`src/rtl/melody_if.sv`:
```
// Control and note bus between the playback controller and melody_sequencer.
interface melody_if;
  logic       start;
  logic       stop;
  logic       loop_en;
  logic [2:0] note_bin;
  logic       note_valid;
  logic       busy;
  logic       done;
  logic [3:0] step_idx;

  modport master (
    output start, stop, loop_en,
    input  note_bin, note_valid, busy, done, step_idx
  );

  modport slave (
    input  start, stop, loop_en,
    output note_bin, note_valid, busy, done, step_idx
  );
endinterface

```
`src/rtl/melody_sequencer.sv`:
```
// Steps through a fixed 16-entry song ROM, driving note_bin/note_valid into the dds
// tone generator with per-note beat durations, optional silent gaps, and start/stop/loop control.
module melody_sequencer #(
  parameter int unsigned BEAT_CYCLES = 250000,
  parameter int unsigned GAP_CYCLES  = 20000,
  parameter int unsigned SONG_LEN    = 16
) (
  input  logic     clk,
  input  logic     rst,
  melody_if.slave  bus
);

  localparam int unsigned CNT_W  = 32;
  localparam int unsigned STEP_W = 4;
  localparam int unsigned NOTE_W = 3;
  localparam int unsigned DUR_W  = 3;

  localparam logic [STEP_W-1:0] LAST_STEP = STEP_W'(SONG_LEN - 1);
  localparam logic [CNT_W-1:0]  GAP_LOAD  = CNT_W'(GAP_CYCLES) - CNT_W'(1);

  typedef enum logic [1:0] {
    IDLE = 2'd0,
    PLAY = 2'd1,
    GAP  = 2'd2,
    DONE = 2'd3
  } state_t;

  typedef struct packed {
    logic [NOTE_W-1:0] note;
    logic [DUR_W-1:0]  dur;
  } rom_entry_t;

  // Song ROM: rising scale of single beats, then falling scale of double beats.
  function automatic rom_entry_t rom_lookup(input logic [STEP_W-1:0] idx);
    rom_entry_t e;
    if (!idx[3]) begin
      e.note = idx[NOTE_W-1:0];
      e.dur  = DUR_W'(0);
    end else begin
      e.note = ~idx[NOTE_W-1:0];
      e.dur  = DUR_W'(1);
    end
    return e;
  endfunction

  // Down-counter load value: the note lasts (dur+1)*BEAT_CYCLES cycles, counted to zero.
  function automatic logic [CNT_W-1:0] play_load(input logic [DUR_W-1:0] dur);
    return (CNT_W'(dur) + CNT_W'(1)) * CNT_W'(BEAT_CYCLES) - CNT_W'(1);
  endfunction

  state_t            state_q, state_d;
  logic [CNT_W-1:0]  cnt_q, cnt_d;
  logic [STEP_W-1:0] step_q, step_d;
  logic [NOTE_W-1:0] note_q, note_d;
  logic              note_valid_q, busy_q, done_q;

  logic              advance;
  logic [STEP_W-1:0] nxt_step;
  rom_entry_t        nxt_entry;
  rom_entry_t        first_entry;

  always_comb begin
    state_d     = state_q;
    cnt_d       = cnt_q;
    step_d      = step_q;
    note_d      = note_q;
    advance     = 1'b0;
    nxt_step    = step_q + STEP_W'(1);
    nxt_entry   = rom_lookup(nxt_step);
    first_entry = rom_lookup(STEP_W'(0));

    unique case (state_q)
      IDLE: begin
        if (bus.start && !bus.stop) begin
          state_d = PLAY;
          step_d  = STEP_W'(0);
          note_d  = first_entry.note;
          cnt_d   = play_load(first_entry.dur);
        end
      end
      PLAY: begin
        if (cnt_q == CNT_W'(0)) begin
          if (GAP_CYCLES != 0) begin
            state_d = GAP;
            cnt_d   = GAP_LOAD;
          end else begin
            advance = 1'b1;
          end
        end else begin
          cnt_d = cnt_q - CNT_W'(1);
        end
      end
      GAP: begin
        if (cnt_q == CNT_W'(0)) begin
          advance = 1'b1;
        end else begin
          cnt_d = cnt_q - CNT_W'(1);
        end
      end
      DONE: begin
        state_d = IDLE;
      end
      default: begin
        state_d = IDLE;
      end
    endcase

    // End of a step: next entry, wrap on loop, or finish the song.
    if (advance) begin
      if (step_q != LAST_STEP) begin
        state_d = PLAY;
        step_d  = nxt_step;
        note_d  = nxt_entry.note;
        cnt_d   = play_load(nxt_entry.dur);
      end else if (bus.loop_en) begin
        state_d = PLAY;
        step_d  = STEP_W'(0);
        note_d  = first_entry.note;
        cnt_d   = play_load(first_entry.dur);
      end else begin
        state_d = DONE;
        step_d  = STEP_W'(0);
        note_d  = NOTE_W'(0);
        cnt_d   = CNT_W'(0);
      end
    end

    // Stop overrides everything outside IDLE and suppresses the done pulse.
    if (bus.stop && state_q != IDLE) begin
      state_d = IDLE;
      step_d  = STEP_W'(0);
      note_d  = NOTE_W'(0);
      cnt_d   = CNT_W'(0);
    end
  end

  always_ff @(posedge clk or negedge rst) begin
    if (!rst) begin
      state_q      <= IDLE;
      cnt_q        <= CNT_W'(0);
      step_q       <= STEP_W'(0);
      note_q       <= NOTE_W'(0);
      note_valid_q <= 1'b0;
      busy_q       <= 1'b0;
      done_q       <= 1'b0;
    end else begin
      state_q      <= state_d;
      cnt_q        <= cnt_d;
      step_q       <= step_d;
      note_q       <= note_d;
      note_valid_q <= (state_d == PLAY);
      busy_q       <= (state_d == PLAY) || (state_d == GAP);
      done_q       <= (state_d == DONE);
    end
  end

  assign bus.note_bin   = note_q;
  assign bus.note_valid = note_valid_q;
  assign bus.busy       = busy_q;
  assign bus.done       = done_q;
  assign bus.step_idx   = step_q;

endmodule

```
`src/flat_wrapper.sv`:
```
// flat-port wrapper written by rule: the top's interface ports become plain ports
module melody_sequencer_flat 
#(
  parameter int unsigned BEAT_CYCLES = 250000,
  parameter int unsigned GAP_CYCLES  = 20000,
  parameter int unsigned SONG_LEN    = 16
)
  (clk, rst, bus_start, bus_stop, bus_loop_en, bus_note_bin, bus_note_valid, bus_busy, bus_done, bus_step_idx);
  melody_if bus_i ();
  input  logic clk;
  input  logic rst;
  input wire logic [$bits(bus_i.start)-1:0] bus_start;
  input wire logic [$bits(bus_i.stop)-1:0] bus_stop;
  input wire logic [$bits(bus_i.loop_en)-1:0] bus_loop_en;
  output wire logic [$bits(bus_i.note_bin)-1:0] bus_note_bin;
  output wire logic [$bits(bus_i.note_valid)-1:0] bus_note_valid;
  output wire logic [$bits(bus_i.busy)-1:0] bus_busy;
  output wire logic [$bits(bus_i.done)-1:0] bus_done;
  output wire logic [$bits(bus_i.step_idx)-1:0] bus_step_idx;
  assign bus_i.start = bus_start;
  assign bus_i.stop = bus_stop;
  assign bus_i.loop_en = bus_loop_en;
  assign bus_note_bin = bus_i.note_bin;
  assign bus_note_valid = bus_i.note_valid;
  assign bus_busy = bus_i.busy;
  assign bus_done = bus_i.done;
  assign bus_step_idx = bus_i.step_idx;
  melody_sequencer #(.BEAT_CYCLES(BEAT_CYCLES), .GAP_CYCLES(GAP_CYCLES), .SONG_LEN(SONG_LEN)) u_core (.clk(clk), .rst(rst), .bus(bus_i));
endmodule
```
`config.mk`:
```
export PLATFORM = sky130hd
export DESIGN_NAME = melody_sequencer_flat
export DESIGN_NICKNAME = d
export VERILOG_FILES = /design/src/rtl/melody_if.sv /design/src/rtl/melody_sequencer.sv /design/src/flat_wrapper.sv
export SDC_FILE = /design/constraint.sdc
export NUM_CORES = 1
export LEC_CHECK = 0
export CORE_UTILIZATION = 40
export DETAILED_ROUTE_END_ITERATION = 7
export GPL_TIMING_DRIVEN = 0
export PLACE_DENSITY_LB_ADDON = 0.1
export SLEW_MARGIN = 20
export SYNTH_ARGS = -nofsm -noshare
export SYNTH_HDL_FRONTEND = slang
export SYNTH_SLANG_ARGS = --single-unit
```
`constraint.sdc`:
```
create_clock -name clk -period 7.6 [get_ports clk]
set_input_delay 2.28 -clock clk [delete_from_list [all_inputs] [get_ports clk]]
set_output_delay 2.28 -clock clk [all_outputs]
set_load 0.05 [all_outputs]
```
==> metrics.csv, run 1 <==
metric;value;unit
outcome;completed;
gr ovfl total;0;
Psw;0.427;mW
die area;0.00747;mm2
IO buf count;14;
Setup Buffers After CTS;0;
#FFs+latches synth;44;
post-CTS sizing;0;
DR DRC count;0;
EDFF count, synth;0;
fin area;0.00322;mm2
DRT Pass-1 Iters;5;
num ports;15;
FILL cells;716;
WP data required;7.78;ns
Area Overhead vs Synth;12.9;%
period utilization;0.590;
share of the synthesized area in the top cell type;0.386;
post-synthesis instance area;0.00285;mm2
largest net degree at the start of global routing;30;
Crit Path Category;input pin to flop;
Met1 Wirelength;3.90;mm
Synth async-reset ratio;1.00;
worst setup margin;3.11;ns
Initial Util;0.417;
Power Density;291;mW/mm2
CTS Buffer Depth;2;
Fin Clk Skew;0.00704;ns
WHS;0.492;ns
antenna violations before repair;0;
vias in the first global route;2597;
metal3 WL;313;um
Worst Tran Pin Value;0.706;ns
setup TNS;0;ns
worst rel slew slack;0.528;
Worst-path clk slew;0.09;ns
core area;0.00683;mm2
Critical-path top delay cell;clkdlybuf4s50_1;
multi-input logic area;0.00163;mm2
Die Ht;86.4;um
number of max-cap violations;0;
max-slew violation count;0;
Synth Instances;339;
P_leak;1.32;nW
area leader, netlist;dfrtp_1;
most used cell, CP;clkbuf_1;
largest cells by area after synthesis;dfrtp_1, o21ai_0, nor3_1;
dominant synthesized flop cell;dfrtp_1;
register area;0.00110;mm2
final period demand of the worst path;4.49;ns
Synth top cells by count;dfrtp_1, o21ai_0, nand2_1;
RSZ-0062 raised after global routing;false;
Hold Crit Depth;2;
clock latency at the later pin of the worst-skew pair;0.30;ns
worst-path fanout max;10;
diode count;0;
Core Rows;30;
dpl cells;450;
clock share of power;0.166;
Netlist cell types;55;
total track usage;0.229;
Layout Cells excl Fill;458;
worst path cell trace;clkdlybuf4s50_1 -> inv_1 -> nor2_1 -> or3_1 -> clkbuf_1 -> clkbuf_1 -> nor3_1 -> o21ai_0 -> o41ai_1;
layout cells sized above 1;0.0663;
post-synthesis sequential area ratio;0.386;
Highest Clock Rate;0.223;GHz
routability congestion estimate;0.901;
Die Wd;86.4;um
cts hold-fix bufs;0;
sequential share of power;0.342;
CP startpoint kind;input pin;
sw frac;0.455;
arrival time at the worst endpoint;4.66;ns
CTS tree;yes;
Post-DP HPWL;5.66;mm
Clock Tree Root;clkbuf_8;
Syn. warnings;0;
antenna viol nets, final;0;
Design Power;0.937;mW
met2 WL;3.45;mm
Top Layer Used;met4;
top-count cell post-synth;dfrtp_1;
H-tree levels;2;
Worst R2R Path Depth;9;
Placed Area;0.00313;mm2
synthesized area per cell;8.41;um2
detailed-route via count;2682;
Core Util, Final;0.471;
Post-Syn Nets;353;
Starting DRT DRC Count;179;
pre-CTS setup slack;2.82;ns
final hold violation count;0;
crit end category;flop;
Nets;375;
Int Pwr;0.510;mW
vias per cell;5.86;
Hold Crit Class;flop to flop;
wire per inst;17.0;um
Logic pwr share;0.493;
Max stage delay on crit path;0.55;ns
largest vdd supply drop;0.170;mV
first-pass GRT wire length;13.3;mm
CTS Sinks;44;
final wirelength;7.78;mm
CTS Buf Count;5;
final setup fails;0;
final timing paths:
kind / from / end / slack (ns)
max in group asynchronous: rst / u_core.cnt_q[31]$_DFFE_PN0P_ / 5.21
worst min register to register: u_core.bus.note_bin[1]$_DFFE_PN0P_ / u_core.bus.note_bin[1]$_DFFE_PN0P_ / 0.49
worst min-delay path: u_core.bus.note_bin[1]$_DFFE_PN0P_ / u_core.bus.note_bin[1]$_DFFE_PN0P_ / 0.49
worst max register to register: u_core.cnt_q[12]$_DFFE_PN0P_ / u_core.bus.busy$_DFF_PN0_ / 4.05
worst max-delay path: bus_stop / u_core.cnt_q[27]$_DFFE_PN0P_ / 3.11
min in group asynchronous: rst / u_core.bus.note_bin[1]$_DFFE_PN0P_ / 1.90
kinds of logic after synthesis:
| family | share of synthesized area |
|---|---|
| buffers and inverters | 0.0439 |
| AOI/OAI and AO/OA | 0.256 |
| and+or+nand+nor | 0.253 |
| xor gates and xnor gates | 0.0184 |
| muxes | 0.00351 |
| DFF | 0.386 |
| adders and majority gates | 0.0395 |
routing by layer:
layer,GRT usage,vias to the layer above
li1,-,1307
met1,0.337,1296
met2,0.349,66
met3,0.0343,13
met4,0.0606,0
met5,0,-
power by group through the flow:
stage / Combinational [mW] / Sequential, mW / Clock [mW]
after floorplan: 0.314 / 0.331 / 0
after global placement: 0.453 / 0.322 / 0
after detailed placement: 0.454 / 0.324 / 0
after CTS: 0.458 / 0.319 / 0.161
after global routing: 0.514 / 0.328 / 0.168
final: 0.462 / 0.320 / 0.155
worst max-delay path: cells and delay by family:
family / cells / cell delay [ns]
compound gates: 2 / 0.25
simple gates: 3 / 0.62
buf+inv: 4 / 1.52
cell usage in the layout (no fill, tap or decap), types with 5 or more instances in the layout:
cell / netlist / layout
dfrtp_1: 44 / 44
o21ai_0: 41 / 41
nand2_1: 31 / 31
nor2_1: 30 / 30
nor3_1: 25 / 25
a21oi_1: 15 / 15
clkdlybuf4s50_1: 0 / 13
inv_1: 12 / 12
clkbuf_1: 12 / 12
or3_1: 10 / 10
nand3_1: 9 / 9
ha_1: 9 / 9
o31ai_1: 8 / 8
a211oi_1: 7 / 7
nor4_1: 6 / 6
a21o_1: 6 / 6
a22o_1: 6 / 6
clkbuf_8: 0 / 6
buf_2: 4 / 5
state kept, by name, summed over array words and instances, names as in the netlist:
register / count
u_core.cnt_q: 32
u_core.bus.step_idx: 4
u_core.bus.note_bin: 3
u_core.state_q: 2
u_core.bus.busy: 1
u_core.bus.done: 1
u_core.bus.note_valid: 1
final cells by class:
| type | instances | area share |
|---|---|---|
| Buffer | 18 | 0.0237 |
| Clock buffer | 6 | 0.0257 |
| Multi-Input combinational cell | 264 | 0.505 |
| Timing Repair Buffer | 15 | 0.0482 |
| Clock inverter | 2 | 0.00311 |
| Sequential cell | 44 | 0.342 |
| Inverter | 13 | 0.0152 |
| Tap cell | 96 | 0.0373 |
Power figures use the tool's default switching activity.
==> run 2, diff against run 1 <==
==> constraint.sdc (replaced) <==
create_clock -name clk -period 3.8 [get_ports clk]
set_input_delay 1.14 -clock clk [delete_from_list [all_inputs] [get_ports clk]]
set_output_delay 1.14 -clock clk [all_outputs]
set_load 0.05 [all_outputs]
==> metrics.csv, run 2 (synthesized netlist as in run 1, its figures left out) <==
metric;value;unit
CTS tree;yes;
Placed Area;0.00313;mm2
number of max-cap violations;0;
largest vdd supply drop;0.341;mV
routability congestion estimate;0.901;
final period demand of the worst path;3.46;ns
flip-flop count of the largest register after layout;32;
RSZ-0062 raised after global routing;false;
IO buf count;14;
CTS Buf Count;5;
num ports;15;
total track usage;0.229;
Die Ht;86.4;um
Clock Tree Root;clkbuf_8;
gr ovfl total;0;
CP startpoint kind;flop;
CTS Sinks;44;
antenna violations before repair;0;
CP startpoint;u_core.cnt_q[12]$_DFFE_PN0P_;
Worst-path clk slew;0.09;ns
Fin Clk Skew;0.00753;ns
post-CTS sizing;0;
cts hold-fix bufs;0;
core area;0.00683;mm2
Crit Path Category;flop to flop;
most frequent cells in the layout;dfrtp_1, o21ai_0, nand2_1;
DRT Pass-1 Iters;5;
Top reg by flops;u_core.cnt_q;
outcome;completed;
period utilization;0.910;
Power Density;582;mW/mm2
vias per cell;5.84;
Setup Buffers After CTS;0;
wire per inst;17.1;um
worst rel slew slack;0.531;
Logic pwr share;0.494;
clock latency at the later pin of the worst-skew pair;0.29;ns
worst-path fanout max;10;
Post-DP HPWL;5.66;mm
Psw;0.855;mW
H-tree levels;2;
layout cells sized above 1;0.0663;
final setup fails;0;
diode count;0;
Starting DRT DRC Count;181;
crit end category;flop;
DR DRC count;0;
Core Rows;30;
clock share of power;0.165;
Int Pwr;1.02;mW
FF-to-FF Start;u_core.cnt_q[12]$_DFFE_PN0P_;
sw frac;0.456;
max-slew violation count;0;
Highest Clock Rate;0.289;GHz
final wirelength;7.82;mm
hold_sp;u_core.bus.note_bin[1]$_DFFE_PN0P_;
Core Util, Final;0.471;
fin area;0.00322;mm2
P_leak;1.32;nW
most common cell after layout, fill and taps aside;dfrtp_1;
sequential share of power;0.342;
first-pass GRT wire length;13.3;mm
CTS Buffer Depth;2;
die area;0.00747;mm2
antenna viol nets, final;0;
Area Overhead vs Synth;12.9;%
vias in the first global route;2597;
WP data required;4.04;ns
final hold violation count;0;
arrival time at the worst endpoint;3.70;ns
Hold Crit Class;flop to flop;
setup TNS;0;ns
detailed-route via count;2673;
Worst Tran Pin Value;0.698;ns
Nets;375;
largest net degree at the start of global routing;30;
Die Wd;86.4;um
Initial Util;0.417;
[run 2: cell counts in the layout (fill, tap and decap cells not counted)]
Identical to the previous run, type by type.
[run 2: cell type report]
class                      count  area (um2)
buffer                        18        76.3
inverter                      13        48.8
fill                         716        3610
clock buffer                   6        82.6
timing repair buffer          15         155
clock inverter                 2        10.0
multi-input combinational    264        1630
tap                           96         120
sequential                    44        1100
[run 2: power groups by stage]
stage	clock network (mW)	logic, mW	registers (mW)
after detailed placement	0	0.908	0.647
after global placement	0	0.906	0.644
after global routing	0.336	1.03	0.657
after CTS	0.322	0.915	0.638
final	0.309	0.926	0.640
after floorplan	0	0.628	0.661
[run 2: final timing paths]
check | cells past startpoint | endpoint | slack (ns)
setup / recovery | 9 | u_core.bus.busy$_DFF_PN0_ | 0.34
hold / removal | 2 | u_core.bus.note_bin[1]$_DFFE_PN0P_ | 0.49
setup reg to reg | 9 | u_core.bus.busy$_DFF_PN0_ | 0.34
hold reg to reg | 2 | u_core.bus.note_bin[1]$_DFFE_PN0P_ | 0.49
max in group asynchronous | 2 | u_core.cnt_q[31]$_DFFE_PN0P_ | 2.55
min in group asynchronous | 1 | u_core.bus.note_bin[1]$_DFFE_PN0P_ | 0.76
[run 2: per-layer routing]
metal / wire length (um) / track usage
met1: 3870 / 0.337
met3: 360 / 0.0343
met5: 0 / 0
met2: 3470 / 0.349
met4: 116 / 0.0606
[run 2: through the flow]
stage                     setup WS, ns  power (mW)  hold WS [ns]  std cells
after global placement           0.163        1.55         0.464        449
after global routing            0.0712        2.02         0.506        458
final                            0.343        1.88         0.492        458
after detailed placement         0.160        1.56         0.477        450
after CTS                        0.301        1.87         0.491        458
after floorplan                   1.04        1.29         0.441        339
[run 2: worst max-delay path, stage by stage, from the launching register on]
cell and delay, ns:
dfrtp_1 0.36, clkbuf_1 0.18, nor4_1 0.65, nand4_1 0.44, nor4_4 0.63, buf_2 0.36
a21oi_1 0.10, o211ai_1 0.33, ha_1 0.29, inv_1 0.05
==> run 3, diff against run 2 <==
--- a/config.mk
+++ b/config.mk
@@ -5,7 +5,7 @@
 export SDC_FILE = /design/constraint.sdc
 export NUM_CORES = 1
 export LEC_CHECK = 0
-export CORE_UTILIZATION = 40
+export CORE_UTILIZATION = 54
 export DETAILED_ROUTE_END_ITERATION = 7
 export GPL_TIMING_DRIVEN = 0
 export PLACE_DENSITY_LB_ADDON = 0.1
==> metrics.csv, run 3 (synthesized netlist as in run 1, its figures left out) <==
metric;value;unit
outcome;completed;
Hold Crit Class;flop to flop;
RSZ-0062 raised after global routing;false;
Worst-path clk slew;0.08;ns
Design Power;1.86;mW
CP startpoint kind;input pin;
Top reg by flops;u_core.cnt_q;
CTS tree;yes;
antenna violations before repair;0;
Setup Buffers After CTS;0;
wire per inst;17.1;um
largest vdd supply drop;0.448;mV
Die Wd;74.7;um
flip-flop count of the largest register after layout;32;
clock latency at the later pin of the worst-skew pair;0.30;ns
WP data required;3.97;ns
layout cells sized above 1;0.0608;
vias in the first global route;2443;
Post-DP HPWL;5.53;mm
num ports;15;
Crit Path Category;input pin to flop;
Core Rows;26;
setup TNS;0;ns
final period demand of the worst path;3.42;ns
routability congestion estimate;0.988;
die area;0.00557;mm2
diode count;0;
number of max-cap violations;0;
gr ovfl total;0;
Placed Area;0.00309;mm2
Worst Tran Pin Value;0.646;ns
first-pass GRT wire length;12.3;mm
max-slew violation count;0;
Highest Clock Rate;0.292;GHz
fin area;0.00318;mm2
Power Density;585;mW/mm2
H-tree levels;2;
Area Overhead vs Synth;11.7;%
Initial Util;0.558;
CTS Buf Count;5;
IO buf count;14;
worst-path fanout max;10;
period utilization;0.900;
total track usage;0.292;
vias per cell;6.24;
core area;0.00511;mm2
Fin Clk Skew;0.00512;ns
CTS Sinks;44;
arrival time at the worst endpoint;3.59;ns
Nets;375;
post-CTS sizing;0;
final setup fails;0;
crit end category;flop;
CTS Buffer Depth;2;
DR DRC count;0;
detailed-route via count;2697;
Die Ht;74.7;um
cts hold-fix bufs;0;
antenna viol nets, final;0;
DRT Pass-1 Iters;5;
P_leak;1.32;nW
WHS;0.479;ns
most common cell after layout, fill and taps aside;dfrtp_1;
largest net degree at the start of global routing;26;
final hold violation count;0;
Clock Tree Root;clkbuf_8;
most frequent cells in the layout;dfrtp_1, o21ai_0, nand2_1;
final wirelength;7.40;mm
Starting DRT DRC Count;204;
worst rel slew slack;0.566;
-- run 3: changes by cell type in the layout (fill, tap and decap cells not counted) --
cell,change
clkbuf_1,+2
clkinv_2,-2
-- run 3: per-layer routing --
layer,wire (um),GRT usage,vias up
met5,0,0,-
met4,76,0.0964,0
met3,500,0.0549,8
met2,3370,0.448,99
met1,3460,0.415,1288
li1,-,-,1302
-- run 3: final cells by class --
| class | count | area [um2] |
|---|---|---|
| well taps | 70 | 87.6 |
| repair buffers | 15 | 155 |
| fillers | 474 | 1920 |
| inverters | 13 | 48.8 |
| flip-flops and latches | 44 | 1100 |
| clock buffers | 8 | 90.1 |
| multi-input cells | 264 | 1630 |
| plain buffers | 18 | 76.3 |
-- run 3: stage by stage --
stage          setup WS [ns]  cells  utilization
2_1_floorplan           1.04    339            -
3_3_place_gp           0.233    423        0.603
3_5_place_dp           0.175    424        0.606
4_1_cts                0.500    432        0.623
5_1_grt                0.215    432        0.623
6_report               0.381    432        0.623
-- run 3: final timing paths --
check	start	endpoint	slack, ns	cells after the start
min in group asynchronous	rst	u_core.bus.note_bin[1]$_DFFE_PN0P_	0.78	1
min reg2reg	u_core.bus.note_bin[0]$_DFFE_PN0P_	u_core.bus.note_bin[0]$_DFFE_PN0P_	0.48	2
max reg2reg	u_core.cnt_q[12]$_DFFE_PN0P_	u_core.bus.busy$_DFF_PN0_	0.51	9
min	u_core.bus.note_bin[0]$_DFFE_PN0P_	u_core.bus.note_bin[0]$_DFFE_PN0P_	0.48	2
max in group asynchronous	rst	u_core.cnt_q[3]$_DFFE_PN0P_	2.52	2
max	bus_stop	u_core.cnt_q[23]$_DFFE_PN0P_	0.38	9
-- run 3: critical path, stage by stage --
cell	delay (ns)
clkdlybuf4s50_1	0.54
inv_1	0.09
nor2_1	0.33
or3_1	0.20
clkbuf_1	0.41
clkbuf_1	0.42
nor3_1	0.09
o21ai_0	0.24
o41ai_1	0.13
-- run 3: where the power goes --
part	switching (mW)	total [mW]	internal, mW
Combinational	0.596	0.916	0.320
Clock	0.159	0.307	0.148
Sequential	0.0849	0.640	0.556
Total	0.839	1.86	1.02
